## config.mk

```make
export PLATFORM = sky130hd
export DESIGN_NAME = usb_frame_rx
export DESIGN_NICKNAME = d
export VERILOG_FILES = /design/src/rtl/usb_frame_rx.sv
export SDC_FILE = /design/constraint.sdc
export NUM_CORES = 1
export LEC_CHECK = 0
export BUFFER_PORTS_ARGS = -buffer_cell sky130_fd_sc_hd__buf_2
export CORE_ASPECT_RATIO = 1.4
export CORE_MARGIN = 10
export CORE_UTILIZATION = 35
export CTS_BUF_LIST = sky130_fd_sc_hd__clkbuf_16
export DETAILED_ROUTE_END_ITERATION = 12
export HOLD_SLACK_MARGIN = 0.1
export PLACE_DENSITY = 0.57
export SYNTH_ARGS = -nofsm -noshare
export SYNTH_HDL_FRONTEND = slang
export SYNTH_SLANG_ARGS = --single-unit
```

## constraint.sdc

```tcl
create_clock -name ck -period 4.65 [get_ports ck]
set_clock_uncertainty 0.15 [all_clocks]
set_input_delay 0.465 -clock ck [delete_from_list [all_inputs] [get_ports ck]]
set_output_delay 0.465 -clock ck [all_outputs]
set_load 0.1 [all_outputs]
```

## src/rtl/usb_frame_rx.sv

```systemverilog
// usb_frame_rx: serial frame receiver with a glitch-filtered serial clock, an inter-bit
// watchdog, per-frame parity/framing flags and a first-word-fall-through output FIFO.
module usb_frame_rx #(
    parameter int DATA_BITS  = 8,
    parameter int PARITY_EN  = 1,
    parameter int PARITY_ODD = 1,
    parameter int FILTER_LEN = 4,
    parameter int TIMEOUT    = 4000,
    parameter int FIFO_DEPTH = 4
) (
    input  logic                              ck,
    input  logic                              reset,
    input  logic                              ser_clk,
    input  logic                              ser_data,
    input  logic                              rd,
    output logic [DATA_BITS-1:0]              rd_data,
    output logic                              rd_par_err,
    output logic                              rd_frm_err,
    output logic                              empty,
    output logic                              full,
    output logic [$clog2(FIFO_DEPTH+1)-1:0]   count,
    output logic                              busy,
    output logic                              overrun,
    output logic                              timeout
);
    localparam int FW = $clog2(FILTER_LEN + 1);
    localparam int TW = $clog2(TIMEOUT + 1);
    localparam int BW = $clog2(DATA_BITS + 1);
    localparam int AW = $clog2(FIFO_DEPTH);
    localparam int CW = $clog2(FIFO_DEPTH + 1);
    localparam int EW = DATA_BITS + 2;

    typedef enum logic [1:0] {IDLE, DATA, PARITY, STOP} state_t;

    logic [1:0]           clk_sync, dat_sync;
    logic                 filt;
    logic [FW-1:0]        fcnt;
    logic                 bit_ev, sample;
    state_t               state, state_n;
    logic [BW-1:0]        bitcnt, bitcnt_n;
    logic [DATA_BITS-1:0] shreg, shreg_n;
    logic                 perr, perr_n;
    logic [TW-1:0]        tcnt, tcnt_n;
    logic                 push, tmo_hit;
    logic [EW-1:0]        mem [FIFO_DEPTH];
    logic [EW-1:0]        head;
    logic [AW-1:0]        wptr, rptr;
    logic [CW-1:0]        cnt;
    logic                 do_rd, do_wr;

    // The filtered level only follows the synchronized clock after FILTER_LEN steady cycles.
    always_ff @(posedge ck) begin
        if (!reset) begin
            clk_sync <= 2'b11;
            dat_sync <= 2'b11;
            filt     <= 1'b1;
            fcnt     <= '0;
        end else begin
            clk_sync <= {clk_sync[0], ser_clk};
            dat_sync <= {dat_sync[0], ser_data};
            if (clk_sync[1] == filt)
                fcnt <= '0;
            else if (fcnt == FW'(FILTER_LEN - 1)) begin
                filt <= clk_sync[1];
                fcnt <= '0;
            end else
                fcnt <= fcnt + 1'b1;
        end
    end

    assign bit_ev = filt & ~clk_sync[1] & (fcnt == FW'(FILTER_LEN - 1));
    assign sample = dat_sync[1];

    always_ff @(posedge ck) begin
        if (!reset) begin
            state  <= IDLE;
            bitcnt <= '0;
            shreg  <= '0;
            perr   <= 1'b0;
            tcnt   <= '0;
        end else begin
            state  <= state_n;
            bitcnt <= bitcnt_n;
            shreg  <= shreg_n;
            perr   <= perr_n;
            tcnt   <= tcnt_n;
        end
    end

    always_comb begin
        state_n  = state;
        bitcnt_n = bitcnt;
        shreg_n  = shreg;
        perr_n   = perr;
        tcnt_n   = (state != IDLE) ? tcnt + 1'b1 : '0;
        push     = 1'b0;
        tmo_hit  = 1'b0;
        if (bit_ev) begin
            tcnt_n = '0;
            case (state)
                IDLE: if (!sample) begin
                    state_n  = DATA;
                    bitcnt_n = '0;
                    perr_n   = 1'b0;
                end
                DATA: begin
                    shreg_n  = (shreg >> 1) | (DATA_BITS'(sample) << (DATA_BITS - 1));
                    bitcnt_n = bitcnt + 1'b1;
                    if (bitcnt == BW'(DATA_BITS - 1))
                        state_n = (PARITY_EN != 0) ? PARITY : STOP;
                end
                PARITY: begin
                    perr_n  = (^shreg ^ sample) != 1'(PARITY_ODD);
                    state_n = STOP;
                end
                STOP: begin
                    push    = 1'b1;
                    state_n = IDLE;
                end
            endcase
        end else if (state != IDLE && tcnt == TW'(TIMEOUT - 1)) begin
            tmo_hit = 1'b1;
            state_n = IDLE;
        end
        if (state_n == IDLE)
            tcnt_n = '0;
    end

    // A push into a full FIFO still lands when the same cycle frees a slot.
    assign do_rd = rd & ~empty;
    assign do_wr = push & (~full | do_rd);

    always_ff @(posedge ck) begin
        if (do_wr)
            mem[wptr] <= {shreg, perr, ~sample};
    end

    always_ff @(posedge ck) begin
        if (!reset) begin
            wptr    <= '0;
            rptr    <= '0;
            cnt     <= '0;
            overrun <= 1'b0;
            timeout <= 1'b0;
        end else begin
            if (do_wr)
                wptr <= wptr + 1'b1;
            if (do_rd)
                rptr <= rptr + 1'b1;
            cnt     <= cnt + CW'(do_wr) - CW'(do_rd);
            overrun <= push & ~do_wr;
            timeout <= tmo_hit;
        end
    end

    assign head       = mem[rptr];
    assign empty      = (cnt == '0);
    assign full       = (cnt == CW'(FIFO_DEPTH));
    assign count      = cnt;
    assign busy       = (state != IDLE);
    assign rd_data    = empty ? '0 : head[EW-1:2];
    assign rd_par_err = ~empty & head[1];
    assign rd_frm_err = ~empty & head[0];
endmodule

```

After elaboration in Yosys (flattened, before gate mapping)
Memories as Yosys holds them, arrays and structs flattened. A register that Yosys moved wholly into a read port is not among the register bits. Index checks and enable logic that the tools add are counted.

Bits in latches: 0. Logic and storage cells: 82. ROM bits: 0. Memory bits (writable): 40. Flip-flop bits (word level): 44. Memories: 1.

Memory list: mem (depth 4, bits a word 10, rd ports 1, clocked after memory_dff 1, wr ports 1, RTL line 45) `logic [EW-1:0] mem [FIFO_DEPTH];`.

$mul: 0. Bitwise operators: 19. Reductions and logical operators: 15. Divide/modulo/power cells: 0. Order comparisons: 0. Shifts and indexed selects: 0. Equality and inequality tests: 9. Multiplexer cells: 17. Add/subtract/negate cells: 7.

Operator list (number): $add A12 B1 Y12 const B (1); $eq A12 B12 Y1 const B (1); $mux W2 (6); $not A1 Y1 (9); $mux W8 (1); $or A7 B8 Y8 (1); $pmux W2 S4 (1); $pmux W4 S2 (1); $reduce_xor A8 Y1 (1); $and A1 B1 Y1 (7); $mux W1 (6); $reduce_and A3 Y1 (2); $reduce_bool A2 Y1 (3); $add A2 B1 Y2 const B (2); $add A4 B1 Y4 const B (1); $eq A2 B2 Y1 const B (2); $eq A4 B3 Y1 const B (1); $logic_not A2 Y1 (2); $mux W4 (1); $reduce_and A2 Y1 (2); $reduce_or A4 Y1 (1); $add A3 B1 Y3 (1); $add A3 B1 Y3 const B (1); $eq A3 B2 Y1 const B (1); other kinds (12) (12).

Longest topological paths before layout
Gate-level depths: netlist (run 1).

Depth after elaboration: 7. Mapped depth: 13. Gate-level depth less buffers: 12.

Worst setup path after synthesis (run 1)
Ideal clock, no wire load.

Kind: register to output. Start point: register cnt[1] (netlist: count[1]). End point: output port rd_data[0]. Setup slack: 635 ps. Stages on the path, launching flop included: 4. Required time: 4035 ps. Buffers on the path: 1. Arrival: 3400 ps. Path through: dfxtp_1 > nor3_1 > clkbuf_1 > nor2b_1.

Cells in the longest elaborated chain, start to end: 2.

RTL lines: start, declared (RTL line 48) `logic [CW-1:0] cnt;`; start signal, assigned (RTL line 150) `cnt <= cnt + CW'(do_wr) - CW'(do_rd);`; $logic_not A3 Y1 (RTL line 157) `assign empty = (cnt == '0);`; net empty (RTL line 19) `output logic empty,`; $mux W8 (RTL line 161) `assign rd_data = empty ? '0 : head[EW-1:2];`; end, declared (RTL line 16) `output logic [DATA_BITS-1:0] rd_data,`.

The timed path passes the listed nets, and every way through them passes these cells.

Final worst setup path (run 1)
Start point: register fcnt[0]. End point: register cnt[2] (netlist: count[2]).

Cells in the longest elaborated chain, start to end: 6.

RTL lines: start, declared (RTL line 37) `logic [FW-1:0] fcnt;`; start signal, assigned (RTL line 67) `fcnt <= fcnt + 1'b1;`; $eq A3 B2 Y1 (RTL line 71) `assign bit_ev = filt & ~clk_sync[1] & (fcnt == FW'(FILTER_LEN - 1));`; $and A1 B1 Y1 (RTL line 71); $mux W1 (RTL line 98) `if (bit_ev) begin`; $and A1 B1 Y1 (RTL line 131) `assign do_wr = push & (~full | do_rd);`; $add A3 B1 Y3 (RTL line 150); $sub A3 B1 Y3 (RTL line 150).

No other way between the ends. A chain may end at the register's enable or synchronous reset.

==> results_dict.tcl, run 1 <==
set metrics [dict create \
    max-slew-margin-rel_pct 54.1 \
    clockBufferDepth 2 \
    fp.dieW_um 105 \
    holdPathStages 2 \
    synth_largest_area_cell "edfxtp_1" \
    core-area_um2 9950 \
    port_buffers 22 \
    ys_ff_latch 86 \
    rows 43 \
    critPathLaunch "fcnt[0]" \
    fill_cells 945 \
    crit_type "register to register" \
    routed_via_density 4.51 \
    worst_ir_drop_vdd_v 0.000193 \
    first_pass_iters 4 \
    worstPathRequired_ps 4730 \
    routedWlPerCell_um 13.1 \
    synth_ff_type "dfxtp_1" \
    num_vias 2018 \
    yosysWarningCount 0 \
    crit_path_cell_trace "ha_1, ha_1, and2_1, and4_4, inv_1, ha_1, inv_1, ha_1, fa_1, xnor2_1, xnor2_1, and2_1" \
    slowest_stage "fa_1" \
    synth_nets 302 \
    whs_ps 157 \
    cts_tree "built" \
    max_freq_mhz 367 \
    reg2reg_depth 12 \
    fin_area_um2 4120 \
    avgSynthCellArea_um2 12.5 \
    synth-seq-area-share_pct 59.5 \
    worst_slew_pin_slew_ps 687 \
    maxSlewViolCount 0 \
    crit_path_end "count[2]" \
    synth_cell_types 41 \
    finalWirelength_um 5860 \
    grt_pass1_vias 2071 \
    first_iter_violations 73 \
    outcome "completed" \
    cts_buffers 9 \
    multi_input_area_um2 1350 \
    syn_area_um2 3570 \
    min_period_over_period_pct 58.6 \
    r2r-start "fcnt[0]" \
    reg2reg_to "count[2]" \
    worstSkewPairLatency_ps 340 \
    hold_buffers 0 \
    drtAntennaViolNets 0 \
    grt_start_max_net_pins 33 \
    hold_class "primary input to register" \
    clk_pin_slew_ps 60 \
    final-hold-violation-count 0 \
    maxCapViolCount 0 \
    synth-edff-count 40 \
    start_kind "register" \
    grt_use_total_pct 8.71 \
    utilization_pct 41.4 \
    yosys-top-cells-area "edfxtp_1, dfxtp_1, mux4_2" \
    drive_gt1_share_pct 17.6 \
    regArea_um2 2120 \
    critPathMaxStageDelay_ps 370 \
    hold_path_startpoint "ser_clk" \
    htreeDepth 3 \
    leakage_nw 1.48 \
    syn_inst 285 \
    gp_congestion 0.708 \
    die_y_um 139 \
    rsz0062_at_grt "no" \
    antenna_cells 0 \
    start_util_pct 35.8 \
    grt_overflow 0 \
    syn_to_final_growth_pct 15.5 \
    synthArstFlopShare_pct 0 \
    cts_root_buffer "clkbuf_16" \
    synth_top_cell_area_share_pct 33.7 \
    r2r_setup_slack_ps 1920 \
    antenna_found_initial 0 \
    pin_count 23 \
    crit_fanout 7 \
    p_total_mw 2.38 \
    p_per_area_nw_per_um2 577 \
    dieArea_um2 14700 \
    cp_common_cell "ha_1" \
    post_cts_buffers 0 \
    setup_viol 0 \
    worstPathArrival_ps 2800 \
    grt_first_pass_wirelength_um 10100 \
    tns_ps 0 \
    final.min_clock_period_ps 2730 \
    cts.sinks 86 \
    cp-end-kind "register" \
    cts_resized 0 \
    placed_area_um2 3800 \
    dp_hpwl_um 4100 \
    drc_errors 0 \
    fin_nets 324 \
]
-- cell families after synthesis --
logic type	share of synthesized area, %
simple gates	16.3
flops	59.5
xor+xnor	6.28
buf+inv	2.74
compound gates	4.17
fa+ha+maj	4.42
mux	6.59
-- per-layer routing --
layer	share of wire [%]	GRT usage [%]
met1	43	9.49
met4	3.2	6.52
met5	0	0
met3	3.8	2.40
met2	50	14.1
-- metrics by stage --
step                      cells  setup slack [ps]
after global placement      431              1930
final                       447              1920
after CTS                   447              1850
after global routing        447              1770
after detailed placement    431              1900
after floorplan             285               635
-- synth_stat cells (all sizes together), types with 2 or more instances --
cell,count
a21boi,10
clkbuf,8
ha,11
nor4,4
xnor2,19
nor2b,15
mux4,10
nand2b,5
inv,11
nor2,23
xor2,4
dfxtp,46
o21ai,2
and4,2
nand3b,2
nand4,5
nand3,6
or2,2
o211ai,2
edfxtp,40
nor3b,2
nor3,3
and2,10
o41ai,2
buf,4
nand2,25
-- placed cells by master, fill, tap and decap left out, types with 2 or more instances in the layout --
master	instances
xor2_1	4
nor2b_1	15
o211ai_1	2
and2_2	3
nand3_1	6
nand2b_1	5
clkbuf_16	9
inv_6	2
inv_1	11
clkinvlp_4	2
and2_1	7
ha_1	11
nor3_1	3
nand2_1	25
a21boi_0	10
nor4_1	4
nand3b_1	2
buf_2	22
o41ai_1	2
nor3b_1	2
edfxtp_1	40
o21ai_0	2
or2_2	2
xnor2_1	19
dfxtp_1	46
nand4_1	5
mux4_2	10
nor2_1	23
bufinv_16	2
-- area by class of cell --
type	instances	area share [%]
flip-flops and latches	86	51.5
multi-input cells	176	32.7
clock buffers	9	5.47
well taps	135	4.10
repair buffers	23	2.86
clock inverters	7	2.34
inverters	11	1.00
-- registers in the layout (all words and copies together) (netlist names), 2 cells and up, named ones only --
name / flops
wptr: 2
bitcnt: 4
tcnt: 12
dat_sync: 2
mem: 40
count: 3
rptr: 2
state: 2
fcnt: 3
clk_sync: 2
shreg: 8
-- worst max-delay path, delay by kind of cell, from the launching register on --
family	cells	cell delay [ps]
fa+ha+maj	5	1180
xor+xnor	2	260
buf+inv	2	90
simple gates	3	600
flops	1	330
-- power breakdown --
| part | switching (mW) | leakage [nW] | internal, mW |
|---|---|---|---|
| combinational | 0.590 | 0.573 | 0.168 |
| clock | 0.290 | 0.150 | 0.472 |
| sequential | 0.0452 | 0.752 | 0.810 |
| total | 0.925 | 1.48 | 1.45 |
-- worst min-delay path by stage --
stage | to | slack [ps]
6_report | clk_sync[0] | 160
5_1_grt | clk_sync[0] | 150
4_1_cts | clk_sync[0] | 140
3_5_place_dp | clk_sync[1] | 240
3_3_place_gp | clk_sync[1] | 240
2_1_floorplan | clk_sync[1] | 240
(Power assumes the default switching activity.)
==> run 2, diff against run 1 <==
--- a/config.mk
+++ b/config.mk
@@ -5,6 +5,7 @@
 export SDC_FILE = /design/constraint.sdc
 export NUM_CORES = 1
 export LEC_CHECK = 0
+export ABC_AREA = 1
 export BUFFER_PORTS_ARGS = -buffer_cell sky130_fd_sc_hd__buf_2
 export CORE_ASPECT_RATIO = 1.4
 export CORE_MARGIN = 10
==> constraint.sdc (replaced) <==
create_clock -name ck -period 2.7 [get_ports ck]
set_clock_uncertainty 0.15 [all_clocks]
set_input_delay 0.27 -clock ck [delete_from_list [all_inputs] [get_ports ck]]
set_output_delay 0.27 -clock ck [all_outputs]
set_load 0.1 [all_outputs]
==> results_dict.tcl, run 2 <==
set metrics [dict create \
    fin_nets 460 \
    final_cell_mix "nor2_1, nand2_1, inv_1" \
    max-slew-margin-rel_pct 65.8 \
    worst_ir_drop_vdd_v 0.000453 \
    first_pass_iters 4 \
    synthArstFlopShare_pct 0 \
    grt_pass1_vias 2582 \
    grt_first_pass_wirelength_um 12300 \
    core-area_um2 10400 \
    drtAntennaViolNets 0 \
    synth_cell_types 31 \
    largest_reg_flops 40 \
    grt_use_met2_pct 17.2 \
    layout_commonest_cell "nor2_1" \
    clockBufferDepth 2 \
    drc_errors 0 \
    hold_class "primary input to register" \
    clk_pin_slew_ps 60 \
    max_freq_mhz 415 \
    synth.top_cells.by_count "nor2_1, nand2_1, inv_1" \
    cts_resized 0 \
    dp_hpwl_um 4990 \
    leakage_nw 1.80 \
    worst_slew_pin_slew_ps 512 \
    worstPathArrival_ps 2480 \
    fp.dieW_um 107 \
    numPlacedInstances 568 \
    start_util_pct 36.0 \
    cts_buffers 9 \
    top_regs "mem: 40 flops, tcnt: 12 flops, shreg: 8 flops" \
    maxCapViolCount 0 \
    synth_top_cell_area_share_pct 32.0 \
    final.min_clock_period_ps 2410 \
    syn_inst 413 \
    crit_fanout 9 \
    synth-edff-count 40 \
    finalWirelength_um 7340 \
    cp_top_family "adder cells" \
    routedWlPerCell_um 12.5 \
    die_y_um 142 \
    p_per_area_nw_per_um2 1050 \
    pin_count 23 \
    cp-end-kind "register" \
    routed_via_density 4.55 \
    antenna_found_initial 0 \
    yosys-top-cells-area "edfxtp_1, dfxtp_1, nor2_1" \
    drive_gt1_share_pct 18.3 \
    first_iter_violations 95 \
    hold_buffers 2 \
    avgSynthCellArea_um2 9.08 \
    rsz0062_at_grt "no" \
    slowest_stage "fa_1" \
    outcome "completed" \
    grt_use_total_pct 10.3 \
    syn_to_final_growth_pct 18.5 \
    cp_num_buf_inv 2 \
    synth_most_common_cell "nor2_1" \
    crit_type "register to register" \
    start_kind "register" \
    grt-busiest-layer "met2" \
    gp_congestion 0.749 \
    synth_largest_area_cell "edfxtp_1" \
    final-hold-violation-count 0 \
    min_period_over_period_pct 89.2 \
    cts_tree "built" \
    largest-register "mem" \
    crit_path_cell_trace "ha_1, ha_1, nand2_2, clkinv_1, nand4_4, ha_1, inv_1, ha_1, fa_1, xnor2_1, nor2_1" \
    worstSkewPairLatency_ps 340 \
    antenna_cells 0 \
    p_total_mw 4.66 \
    r2r_setup_slack_ps 290 \
    synth-seq-area-share_pct 56.6 \
    grtUsageMet1_pct 10.9 \
    grt_overflow 0 \
    port_buffers 22 \
    critPathMaxStageDelay_ps 380 \
    worst_slack_ps 292 \
    post_cts_buffers 0 \
    grt_start_max_net_pins 21 \
    use_met3_pct 3.13 \
    rows 44 \
    yosysWarningCount 0 \
    ys_ff_latch 86 \
    cts.sinks 86 \
    synth_nets 430 \
    setup_viol 0 \
    syn_area_um2 3750 \
    dieArea_um2 15300 \
    num_vias 2665 \
    cp_common_cell "ha_1" \
    place_ws_ps 268 \
    maxSlewViolCount 0 \
    synth_ff_type "dfxtp_1" \
    cts_root_buffer "clkbuf_16" \
    worstPathRequired_ps 2770 \
    fin_cells 586 \
    htreeDepth 3 \
]
-- run 2: layout make-up --
type,count,area (µm²)
fill,987,5960
clock buffer,9,225
sequential,86,2130
multi-input combinational,264,1420
clock inverter,7,114
timing repair buffer,32,190
inverter,50,190
tap,138,173
-- run 2: cell families after synthesis --
group | Yosys count | synth area share [%]
DFF | 86 | 56.6
buffers and inverters | 63 | 7.08
AOI/OAI and AO/OA | 67 | 9.28
xor gates and xnor gates | 12 | 2.80
and+or+nand+nor | 173 | 20.0
adders and majority gates | 12 | 4.21
-- run 2: stage by stage --
stage | cell area (µm²) | TNS, ps | utilization (%) | hold WS (ps)
floorplan | 3810 | -665 | - | 227
finish | 4440 | 0 | 42.7 | 126
global route | 4440 | 0 | 42.7 | 143
detailed placement | 4080 | 0 | 39.2 | 250
CTS | 4440 | 0 | 42.7 | 120
global placement | 4080 | 0 | 39.2 | 244
-- run 2: report_power, final --
| group | switching (mW) | total (mW) | leakage [nW] | internal (mW) |
|---|---|---|---|---|
| combinational | 1.54 | 1.83 | 0.855 | 0.295 |
| clock | 0.491 | 1.39 | 0.164 | 0.898 |
| sequential | 0.0405 | 1.44 | 0.782 | 1.40 |
-- run 2: layer usage --
layer | vias up | wire [µm] | share of wire, %
li1 | 1407 | - | -
met1 | 1213 | 3240 | 44
met2 | 30 | 3620 | 49
met3 | 15 | 249 | 3.4
met4 | 0 | 232 | 3.2
met5 | - | 0 | 0
-- run 2: path summary, 6_finish.rpt --
kind / startpoint / to / depth (start not counted)
worst max-delay path: fcnt[0] / count[2] / 11
worst min-delay path: rd / overrun / 4
worst max register to register: fcnt[0] / count[2] / 11
worst min register to register: dat_sync[0] / dat_sync[1] / 1
-- run 2: tightest hold or removal path: cells and delay by family --
kind / cells / cell delay (ps)
and+or+nand+nor: 2 / 160
buffers and inverters: 2 / 130
==> run 3, diff against run 2 <==
==> constraint.sdc (replaced) <==
create_clock -name ck -period 2.45 [get_ports ck]
set_clock_uncertainty 0.15 [all_clocks]
set_input_delay 0.245 -clock ck [delete_from_list [all_inputs] [get_ports ck]]
set_output_delay 0.245 -clock ck [all_outputs]
set_load 0.1 [all_outputs]
==> results_dict.tcl, run 3 (same netlist as run 2, synthesis figures left out) <==
set metrics [dict create \
    setup_viol 0 \
    p_comb_share_pct 47.0 \
    worst_slew_pin_slew_ps 542 \
    crit_type "register to register" \
    htreeDepth 3 \
    routedWlPerCell_um 12.5 \
    clk_pin_slew_ps 60 \
    p_total_mw 5.67 \
    tns_ps 0 \
    worstPathArrival_ps 2390 \
    final.min_clock_period_ps 2260 \
    numPlacedInstances 572 \
    max-slew-margin-rel_pct 63.8 \
    worstPathRequired_ps 2580 \
    crit_fanout 4 \
    maxCapViolCount 0 \
    final_cell_mix "nor2_1, nand2_1, inv_1" \
    layout_commonest_cell "nor2_1" \
    drc_errors 0 \
    power_frac_clock_pct 25.1 \
    worst_ir_drop_vdd_v 0.000359 \
    swShare_pct 43.0 \
    largest-register "mem" \
    start_util_pct 36.0 \
    grt_use_total_pct 10.3 \
    maxSlewViolCount 0 \
    routed_via_density 4.61 \
    cts_buffers 9 \
    max_freq_mhz 442 \
    largest_reg_flops 40 \
    clockBufferDepth 2 \
    p_switching_mw 2.44 \
    dp_hpwl_um 5220 \
    hold_class "primary input to register" \
    outcome "completed" \
    cts.sinks 86 \
    pin_count 23 \
    worstSkewPairLatency_ps 330 \
    cts_tree "built" \
    p_per_area_nw_per_um2 1210 \
    place_ws_ps 169 \
    top_regs "mem: 40 flops, tcnt: 12 flops, shreg: 8 flops" \
    leakage_nw 1.87 \
    gp_congestion 0.767 \
    port_buffers 22 \
    internal_power_mw 3.23 \
    rsz0062_at_grt "no" \
    utilization_pct 45.1 \
    cts_root_buffer "clkbuf_16" \
    start_kind "register" \
    grt_first_pass_wirelength_um 12600 \
    drtAntennaViolNets 0 \
    cp-end-kind "register" \
    num_vias 2726 \
    fin_nets 465 \
    fin_area_um2 4700 \
    antenna_found_initial 0 \
    syn_to_final_growth_pct 25.3 \
    cts_resized 0 \
    fin_cells 591 \
    grt_overflow 0 \
    die_y_um 142 \
    placed_area_um2 4350 \
    drive_gt1_share_pct 20.1 \
    first_pass_iters 4 \
    whs_ps 155 \
    first_iter_violations 118 \
    final-hold-violation-count 0 \
    grt_pass1_vias 2760 \
    p_seq_share_pct 27.9 \
    fp.dieW_um 107 \
    grt_start_max_net_pins 21 \
    finalWirelength_um 7380 \
    core-area_um2 10400 \
    dieArea_um2 15300 \
    post_cts_buffers 0 \
    worst_slack_ps 185 \
    rows 44 \
    antenna_cells 0 \
    min_period_over_period_pct 92.4 \
]
run 3: changes by cell type in the layout (fill, tap and decap cells not counted), sizes merged:
cell / delta
dlygate4sd3: +1
buf: +4
bufinv: -1
inv: +1
run 3: critical path, cell delays in order, from the launching register on:
cell and delay [ps]:
dfxtp_1 330, ha_1 150, ha_1 190, nand2_2 90
clkinv_1 80, nand4_4 120, ha_4 270, inv_1 30
ha_1 180, fa_2 510, nand2_1 50, inv_1 60
run 3: area by class of cell:
type | count | area, µm²
flip-flops and latches | 86 | 2130
fillers | 999 | 5710
repair buffers | 37 | 380
clock inverters | 7 | 88.8
multi-input cells | 264 | 1510
inverters | 50 | 190
well taps | 138 | 173
clock buffers | 9 | 225
run 3: path summary, 6_finish.rpt:
check | cells after the start | to | startpoint | slack [ps]
setup reg to reg | 11 | count[1] | fcnt[0] | 190
setup / recovery | 11 | count[1] | fcnt[0] | 190
hold reg to reg | 1 | clk_sync[1] | clk_sync[0] | 260
hold / removal | 3 | count[1] | reset | 150
run 3: power groups by stage:
stage / clock network (mW) / registers, mW / logic, mW
after floorplan: 0 / 1.76 / 1.74
after global placement: 0 / 1.61 / 2.68
after detailed placement: 0 / 1.62 / 2.69
after CTS: 1.46 / 1.58 / 2.71
after global routing: 1.50 / 1.59 / 2.77
final: 1.42 / 1.58 / 2.66
run 3: layer usage:
layer	track usage, %	up-vias	share of wire, %
met5	0	-	0
met4	6.70	0	2.4
met3	1.86	12	2.8
met2	18.6	37	52
met1	10.6	1267	42
li1	-	1410	-
run 3: what timing repair did:
action                                  in CTS  in global routing
hold buffers                                 3                  0
endpoints found under the setup margin       0                  0
endpoints found under the hold margin        3                  0
